--- src/rtl/isqrt_pkg.sv ---
// rtl/isqrt_pkg.sv - shared state encoding and parameter check for the iterative square root
package isqrt_pkg;

  typedef enum logic [1:0] {
    ST_IDLE = 2'd0,
    ST_CALC = 2'd1,
    ST_DONE = 2'd2
  } state_t;

  function automatic bit widthOk(int width);
    return (width >= 2) && (width % 2 == 0);
  endfunction

endpackage

--- src/rtl/isqrt_if.sv ---
// rtl/isqrt_if.sv - radicand/result handshake bundle for isqrt_seq
// out_exact is present only when SQRT_EXACT_FLAG_EN is defined
interface isqrt_if #(
  parameter int WIDTH = 8
);
  localparam int N = WIDTH / 2;

  logic             in_valid;
  logic             in_ready;
  logic [WIDTH-1:0] in_x;
  logic             out_valid;
  logic             out_ready;
  logic [N-1:0]     out_root;
  logic [N:0]       out_rem;
  logic             busy;
`ifdef SQRT_EXACT_FLAG_EN
  logic             out_exact;
`endif

  modport master (
    output in_valid, in_x, out_ready,
    input  in_ready, out_valid, out_root, out_rem, busy
`ifdef SQRT_EXACT_FLAG_EN
    , input out_exact
`endif
  );

  modport slave (
    input  in_valid, in_x, out_ready,
    output in_ready, out_valid, out_root, out_rem, busy
`ifdef SQRT_EXACT_FLAG_EN
    , output out_exact
`endif
  );

endinterface

--- src/rtl/isqrt_step.sv ---
// rtl/isqrt_step.sv - one restoring square-root iteration: trial subtract, keep or restore
module isqrt_step #(
  parameter int N = 4
) (
  input  logic [N:0]   rem,
  input  logic [N-1:0] root,
  input  logic [1:0]   xTop,
  output logic [N:0]   remNext,
  output logic [N-1:0] rootNext,
  output logic         trialNeg
);

  logic [N+2:0] shifted;
  logic [N+2:0] trial;
  logic [N:0]   rootExt;

  // The partial remainder never exceeds twice the partial root, so bit N+2 is a true sign bit.
  always_comb begin
    shifted  = {rem, xTop};
    trial    = shifted - {1'b0, root, 2'b01};
    trialNeg = trial[N+2];
    remNext  = trialNeg ? shifted[N:0] : trial[N:0];
    rootExt  = {root, ~trialNeg};
    rootNext = rootExt[N-1:0];
  end

endmodule

--- src/rtl/isqrt_seq.sv ---
// rtl/isqrt_seq.sv - sequential restoring integer square root, one root bit per clock
// Optional registered out_exact (perfect-square) flag: define SQRT_EXACT_FLAG_EN
module isqrt_seq
  import isqrt_pkg::*;
#(
  parameter int WIDTH = 8
) (
  input  logic   clk,
  input  logic   rst_n,
  isqrt_if.slave bus
);

  localparam int N  = WIDTH / 2;
  localparam int CW = (N > 1) ? $clog2(N) : 1;

  if (!widthOk(WIDTH)) begin : gWidthCheck
    $error("isqrt_seq: WIDTH must be even and >= 2");
  end

  state_t           st;
  state_t           stNext;
  logic [WIDTH-1:0] xSh;
  logic [CW-1:0]    cnt;
  logic [N-1:0]     root;
  logic [N:0]       rem;
  logic [N-1:0]     outRoot;
  logic [N:0]       outRem;
  logic [N:0]       remNext;
  logic [N-1:0]     rootNext;
  logic             trialNeg;

  isqrt_step #(.N(N)) uStep (
    .rem      (rem),
    .root     (root),
    .xTop     (xSh[WIDTH-1:WIDTH-2]),
    .remNext  (remNext),
    .rootNext (rootNext),
    .trialNeg (trialNeg)
  );

  always_ff @(posedge clk or negedge rst_n) begin
    if (!rst_n) st <= ST_IDLE;
    else        st <= stNext;
  end

  always_comb begin
    stNext = st;
    case (st)
      ST_IDLE: if (bus.in_valid)   stNext = ST_CALC;
      ST_CALC: if (cnt == '0)      stNext = ST_DONE;
      ST_DONE: if (bus.out_ready)  stNext = ST_IDLE;
      default:                     stNext = ST_IDLE;
    endcase
  end

  always_ff @(posedge clk or negedge rst_n) begin
    if (!rst_n) begin
      xSh     <= '0;
      cnt     <= '0;
      root    <= '0;
      rem     <= '0;
      outRoot <= '0;
      outRem  <= '0;
    end else begin
      case (st)
        ST_IDLE: if (bus.in_valid) begin
          xSh  <= bus.in_x;
          root <= '0;
          rem  <= '0;
          cnt  <= CW'(N - 1);
        end
        ST_CALC: begin
          xSh  <= xSh << 2;
          root <= rootNext;
          rem  <= remNext;
          cnt  <= cnt - 1'b1;
          // Result registers move only on the edge into DONE and hold afterwards.
          if (cnt == '0) begin
            outRoot <= rootNext;
            outRem  <= remNext;
          end
        end
        default: ;
      endcase
    end
  end

  always_ff @(posedge clk or negedge rst_n) begin
    if (!rst_n) begin
    end else if (st == ST_CALC) begin
      assert (rootNext[0] == !trialNeg);
    end
  end

`ifdef SQRT_EXACT_FLAG_EN
  logic outExact;

  always_ff @(posedge clk or negedge rst_n) begin
    if (!rst_n)                         outExact <= 1'b0;
    else if (st == ST_CALC && cnt == '0) outExact <= (remNext == '0);
  end

  assign bus.out_exact = outExact;
`endif

  assign bus.in_ready  = (st == ST_IDLE);
  assign bus.out_valid = (st == ST_DONE);
  assign bus.busy      = (st != ST_IDLE);
  assign bus.out_root  = outRoot;
  assign bus.out_rem   = outRem;

endmodule
--- src/flat_wrapper.sv ---
// flat-port wrapper written by rule: the top's interface ports become plain ports
module isqrt_seq_flat import isqrt_pkg::*;
#(
  parameter int WIDTH = 8
)
  (clk, rst_n, bus_in_valid, bus_in_x, bus_out_ready, bus_in_ready, bus_out_valid, bus_out_root, bus_out_rem, bus_busy);
  isqrt_if #(.WIDTH(WIDTH)) bus_i ();
  input  logic clk;
  input  logic rst_n;
  input wire logic [$bits(bus_i.in_valid)-1:0] bus_in_valid;
  input wire logic [$bits(bus_i.in_x)-1:0] bus_in_x;
  input wire logic [$bits(bus_i.out_ready)-1:0] bus_out_ready;
  output wire logic [$bits(bus_i.in_ready)-1:0] bus_in_ready;
  output wire logic [$bits(bus_i.out_valid)-1:0] bus_out_valid;
  output wire logic [$bits(bus_i.out_root)-1:0] bus_out_root;
  output wire logic [$bits(bus_i.out_rem)-1:0] bus_out_rem;
  output wire logic [$bits(bus_i.busy)-1:0] bus_busy;
  assign bus_i.in_valid = bus_in_valid;
  assign bus_i.in_x = bus_in_x;
  assign bus_i.out_ready = bus_out_ready;
  assign bus_in_ready = bus_i.in_ready;
  assign bus_out_valid = bus_i.out_valid;
  assign bus_out_root = bus_i.out_root;
  assign bus_out_rem = bus_i.out_rem;
  assign bus_busy = bus_i.busy;
  isqrt_seq #(.WIDTH(WIDTH)) u_core (.clk(clk), .rst_n(rst_n), .bus(bus_i));
endmodule
--- config.mk ---
export PLATFORM = sky130hd
export DESIGN_NAME = isqrt_seq_flat
export DESIGN_NICKNAME = d
export VERILOG_FILES = /design/src/rtl/isqrt_pkg.sv /design/src/rtl/isqrt_if.sv /design/src/rtl/isqrt_step.sv /design/src/rtl/isqrt_seq.sv /design/src/flat_wrapper.sv
export SDC_FILE = /design/constraint.sdc
export NUM_CORES = 1
export LEC_CHECK = 0
export CAP_MARGIN = 20
export CORE_AREA = 2 2 64 66
export CTS_CLUSTER_SIZE = 40
export DETAILED_ROUTE_END_ITERATION = 6
export DIE_AREA = 0 0 66 68
export GPL_TIMING_DRIVEN = 1
export PLACE_DENSITY_LB_ADDON = 0.05
export SYNTH_ARGS = -nofsm -noshare
export SYNTH_HDL_FRONTEND = slang
export SYNTH_SLANG_ARGS = --single-unit
--- constraint.sdc ---
create_clock -name clk -period 2 [get_ports clk]
set_clock_uncertainty 0.1 [all_clocks]
set_input_delay 0.5 -clock clk [delete_from_list [all_inputs] [get_ports clk]]
set_output_delay 0.5 -clock clk [all_outputs]
set_load 0.01 [all_outputs]
# Word level (Yosys, flattened, before mapping)
# Index checks and enable logic that the tools add are counted.
# Widths: inputs -> output; s select.
[classes] addsub=2 n_mul=0 div_mod_pow=0 n_lt_le_gt_ge=0 n_eq_ne=5 n_shift=0 mux=13 bitwise=1 reduce_logical=7
[op_table] operator="$pmux 8 s2" count=1
[op_table] operator="$mux 5" count=2
[op_table] operator="$pmux 5 s2" count=1
[op_table] operator="$mux 2" count=4
[op_table] operator="$mux 8" count=1
[op_table] operator="$pmux 4 s2" count=1
[op_table] operator="$sub 7x6->7" count=1
[op_table] operator="$pmux 2 s3" count=1
[op_table] operator="$logic_not 2->1" count=2
[op_table] operator="$mux 4" count=1
[op_table] operator="$ne 2x2->1 const B" count=2
[op_table] operator="$pmux 2 s2" count=1
[op_table] operator="$reduce_and 2->1" count=2
[op_table] operator="$reduce_bool 2->1" count=2
[op_table] operator="$reduce_and 3->1" count=1
[op_table] operator="$eq 2x1->1 const B" count=1
[op_table] operator="$eq 2x2->1 const B" count=1
[op_table] operator="$ne 2x1->1 const B" count=1
[op_table] operator="$sub 2x1->2 const B" count=1
[op_table] operator="$not 1->1" count=1
[word_totals] regBits=30 latchBits=0 mem_bits_rw=0 romBits=0 input_bits=12 output_inout_bits=12 wordCells=35 n_memories=0

# Logic depth before layout (Yosys ltp)
# Gate-level depths: netlist of the first run.
[depth] word_depth=3 depth_mapped=7 ltp_nobuf=7

# Hierarchy
# Synthesis of the first run repeated with hierarchy kept, for this count alone.
[hier_totals] hier_cells=139 hier_area_um2=1569.0
[modules_own_cells] mod="isqrt_seq" n_inst=1 cells_per_inst=92 area_each_um2=1201.2 seq_area_each_um2=750.7
[modules_own_cells] mod="isqrt_step" n_inst=1 cells_per_inst=47 area_each_um2=367.9 seq_area_each_um2=0.0

# Worst setup path before layout of the first run
# OpenSTA, ideal clock, no wires.
[synth_path] kind="register to register" start="register u_core.rem[0]" end="register u_core.rem[3]" setup_time_ns=0.126 t_arrival_ns=1.666 required_time_ns=1.774 path_slack_ns=0.108 path_stages_with_launch=7 path_buffers=0 period_less_slack_ns=1.892 cell_sequence="dfrtp_1 > ha_1 > nor2b_4 > o2111a_2 > o2111ai_1 > o311ai_1 > a311o_1"
[synth_via] elab_chain_cells=3
[synth_rtl] item="from (decl)" line="isqrt_seq.sv:25" rtl="logic [N:0] rem;"
[synth_rtl] item="from (signal assigned)" line="isqrt_seq.sv:75" rtl="rem <= remNext;"
[synth_rtl] item="$sub 7x6->7" line="isqrt_step.sv:20" rtl="trial = shifted - {1'b0, root, 2'b01};"
[synth_rtl] item="$mux 5" line="isqrt_step.sv:22" rtl="remNext = trialNeg ? shifted[N:0] : trial[N:0];"
[synth_rtl] item="$pmux 5 s2" line="isqrt_seq.sv:65" rtl="case (st)"
# Every way passes these cells.
# A chain may end at the register's enable or synchronous reset.

# Worst setup path after layout of the first run
[layout_path] start="register u_core.rem[0]" end="register u_core.outRem[3], in the netlist u_core.bus.out_rem[3]"
[layout_via] elab_chain_cells=2
[layout_rtl] item="$sub 7x6->7" line="isqrt_step.sv:20"
[layout_rtl] item="$mux 5" line="isqrt_step.sv:22"
[layout_rtl] item="to (signal assigned)" line="isqrt_seq.sv:80" rtl="outRem <= remNext;"
[layout_rtl] item="to (decl)" line="isqrt_seq.sv:27" rtl="logic [N:0] outRem;"
# Every way passes these cells.

==> key figures, run 1 <==
Status
  • Status: finished, final reports clean

Synthesis
  • Synth Flop Type: dfrtp_1
  • Fraction of registers with async set/reset: 100%
  • Top area cells in the synthesized netlist: dfrtp_1, o21ai_0, nand2_1
  • Post-synth EDFFs: 0
  • Area leader, netlist: dfrtp_1
  • Syn Std Cell Area: 1630 um2
  • Yosys warning count: 0
  • Gate Count Post-Synth: 168
  • Post-synthesis register bit count: 30
  • Synth cell types: 44
  • Top cell type's share of synthesized area: 46.1%
  • Fraction of the yosys area taken by sequential cells: 46.1%
  • Avg Cell Area, Syn: 9.69 um2
  • Syn nets: 186

Floorplan
  • Starting Density: 42.2%
  • Die W: 66 um
  • Row Count: 23
  • Die area: 4490 um2
  • Floorplan core area: 3860 um2
  • Die height: 68 um
  • Top Ports: 24

Clock tree
  • Clock transition at path regs: 60 ps
  • H-tree levels: 2
  • CTS tree: done
  • Root Driver: clkbuf_8
  • # clock sinks: 30
  • Clock latency on the worst-skew pair: 290 ps
  • Clk buf depth: 2
  • CTS Buf Count: 5

Final layout
  • Inserted Diodes: 0
  • Fin nets: 227
  • Number of non-filler instances in the completed layout: 260
  • Fillers: 366
  • Fin area: 2200 um2
  • Most frequent cells in the layout: dfrtp_1, nand2_1, o21ai_0, clkdlybuf4s50_1, buf_4
  • Layout cells sized above 1: 22.9%
  • Most common cell after layout, fill and taps aside: dfrtp_1
  • Core Util, Final: 57.0%
  • Area grow syn2layout: 35.1%

Setup path
  • CP startpoint kind: register
  • Crit path capture type: register
  • Worst Path Max Fanout: 4
  • CP arrival: 2020 ps
  • WP data required: 2070 ps
  • Crit Path Class: register to register

Pwr
  • Final Power: 4.37 mW
  • Max IR drop VDD: 0.847 mV
  • Pleak: 0.940 nW
  • Pwr dens: 1990 nW/um2

Timing
  • Final Max Slew Viols: 0
  • Hold Slack: 378 ps
  • Setup_tns: 0 ps
  • Fmax: 512 MHz
  • Tcrit/Tclk final: 97.6%
  • Worst-Margin Slew: 456 ps
  • Fin. Hold Viols: 0
  • Final setup margin: 48.1 ps
  • Final Critical Period: 1950 ps
  • Relative slew slack: 69.6%
  • Final setup viols: 0

Place
  • Post-Place Cell Area: 1990 um2
  • Cells after DPL: 249
  • Post-DP HPWL: 2.68 mm
  • RD Place Congestion: 0.849
  • Pre-CTS setup slack: 44.2 ps
  • Port Buffers: 23

Global route
  • Vias in the first global route: 1,335
  • Initial antenna violation count: 0
  • First-pass GRT wire length: 6.18 mm
  • GRT overflow: 0
  • Largest net degree at the start of global routing: 31
  • Tot GR Track Use: 18.7%

Flow run
  • Maxcap violations: 0

Drt
  • Vias: 1,364
  • DR DRC count: 0
  • Average wire per standard cell: 15.1 um
  • Initial DRC count: 70
  • First drt pass iteration count: 6
  • Antenna-violating nets left: 0
  • Avg Vias per Cell: 5.25
  • Final wirelength: 3.93 mm

Hold path
  • Hold crit path type: register to register
[final timing paths]
check	from	endpoint	slack [ps]	cells past startpoint
setup / recovery	u_core.rem[0]$_DFFE_PN0P_	u_core.bus.out_rem[3]$_DFFE_PN0P_	50	6
hold / removal	u_core.bus.out_root[2]$_DFFE_PN0P_	u_core.bus.out_root[2]$_DFFE_PN0P_	380	2
setup reg to reg	u_core.rem[0]$_DFFE_PN0P_	u_core.bus.out_rem[3]$_DFFE_PN0P_	50	6
hold reg to reg	u_core.bus.out_root[2]$_DFFE_PN0P_	u_core.bus.out_root[2]$_DFFE_PN0P_	380	2
max in group asynchronous	rst_n	u_core.bus.out_rem[1]$_DFFE_PN0P_	1010	2
min in group asynchronous	rst_n	u_core.cnt[0]$_DFFE_PN0P_	510	2
[layout make-up]
type                    instances  area, um2  area share (%)
well taps                      50       62.6            2.85
inverters                      12       45.0            2.05
flip-flops and latches         30        751            34.1
clock inverters                 1       5.00           0.228
multi-input cells             120        891            40.5
clock buffers                   7       86.3            3.93
repair buffers                 40        358            16.3
[sequential cells by signal (all words and copies together) (netlist names)]
signal               cells
u_core.xSh               8
u_core.bus.out_rem       5
u_core.rem               5
u_core.bus.out_root      4
u_core.root              4
u_core.cnt               2
u_core.st                2
[synthesized netlist by cell type (all sizes together) (2+ instances only)]
cell type  number
or2             3
nand2b          4
a22oi           7
o31ai           4
dfrtp          30
a21oi           8
nor2            5
nor3            3
o21ai          24
xnor2           3
nor2b           7
buf             2
ha              6
clkbuf          4
nand2          26
a22o            2
o2111ai         2
inv            12
[layer usage]
layer | GRT usage [%] | vias up | share of wire [%]
met5 | 0 | - | 0
met4 | 8.16 | 0 | 2.2
met3 | 5.10 | 8 | 3.4
met2 | 29.7 | 25 | 48
met1 | 24.2 | 656 | 47
li1 | - | 675 | -
[critical path, stage by stage, from the launching register on]
cell      delay (ps)
dfrtp_1          410
ha_4             280
nor2b_4          190
o2111a_2         320
o21ai_4           80
and3_4           190
o31a_1           270
[where the power goes]
group	internal [mW]	switching, mW	total [mW]
Clock	0.277	0.233	0.510
Sequential	0.877	0.187	1.06
Combinational	1.33	1.46	2.80
[cells by family after synthesis]
logic type      count (synthesis)  synth area share [%]
flops                          30                  46.1
simple gates                   52                  16.3
buf+inv                        18                  4.69
fa+ha+maj                       6                  4.61
xor+xnor                        4                  3.00
compound gates                 58                  25.3
[repair_timing]
action,in CTS,in global routing
hold buffers,0,0
hold endpoints to repair,0,0
pin swaps,0,4
gates resized for setup,4,17
endpoints found under the setup margin,3,8
buffers inserted,0,3
Power figures use the tool's default switching activity.
==> run 2, diff against run 1 <==
Settings changed: GPL_TIMING_DRIVEN 1 to not set.
==> results of run 2 <==
No change in the layout: final DEF, timing and power equal those of run 1.
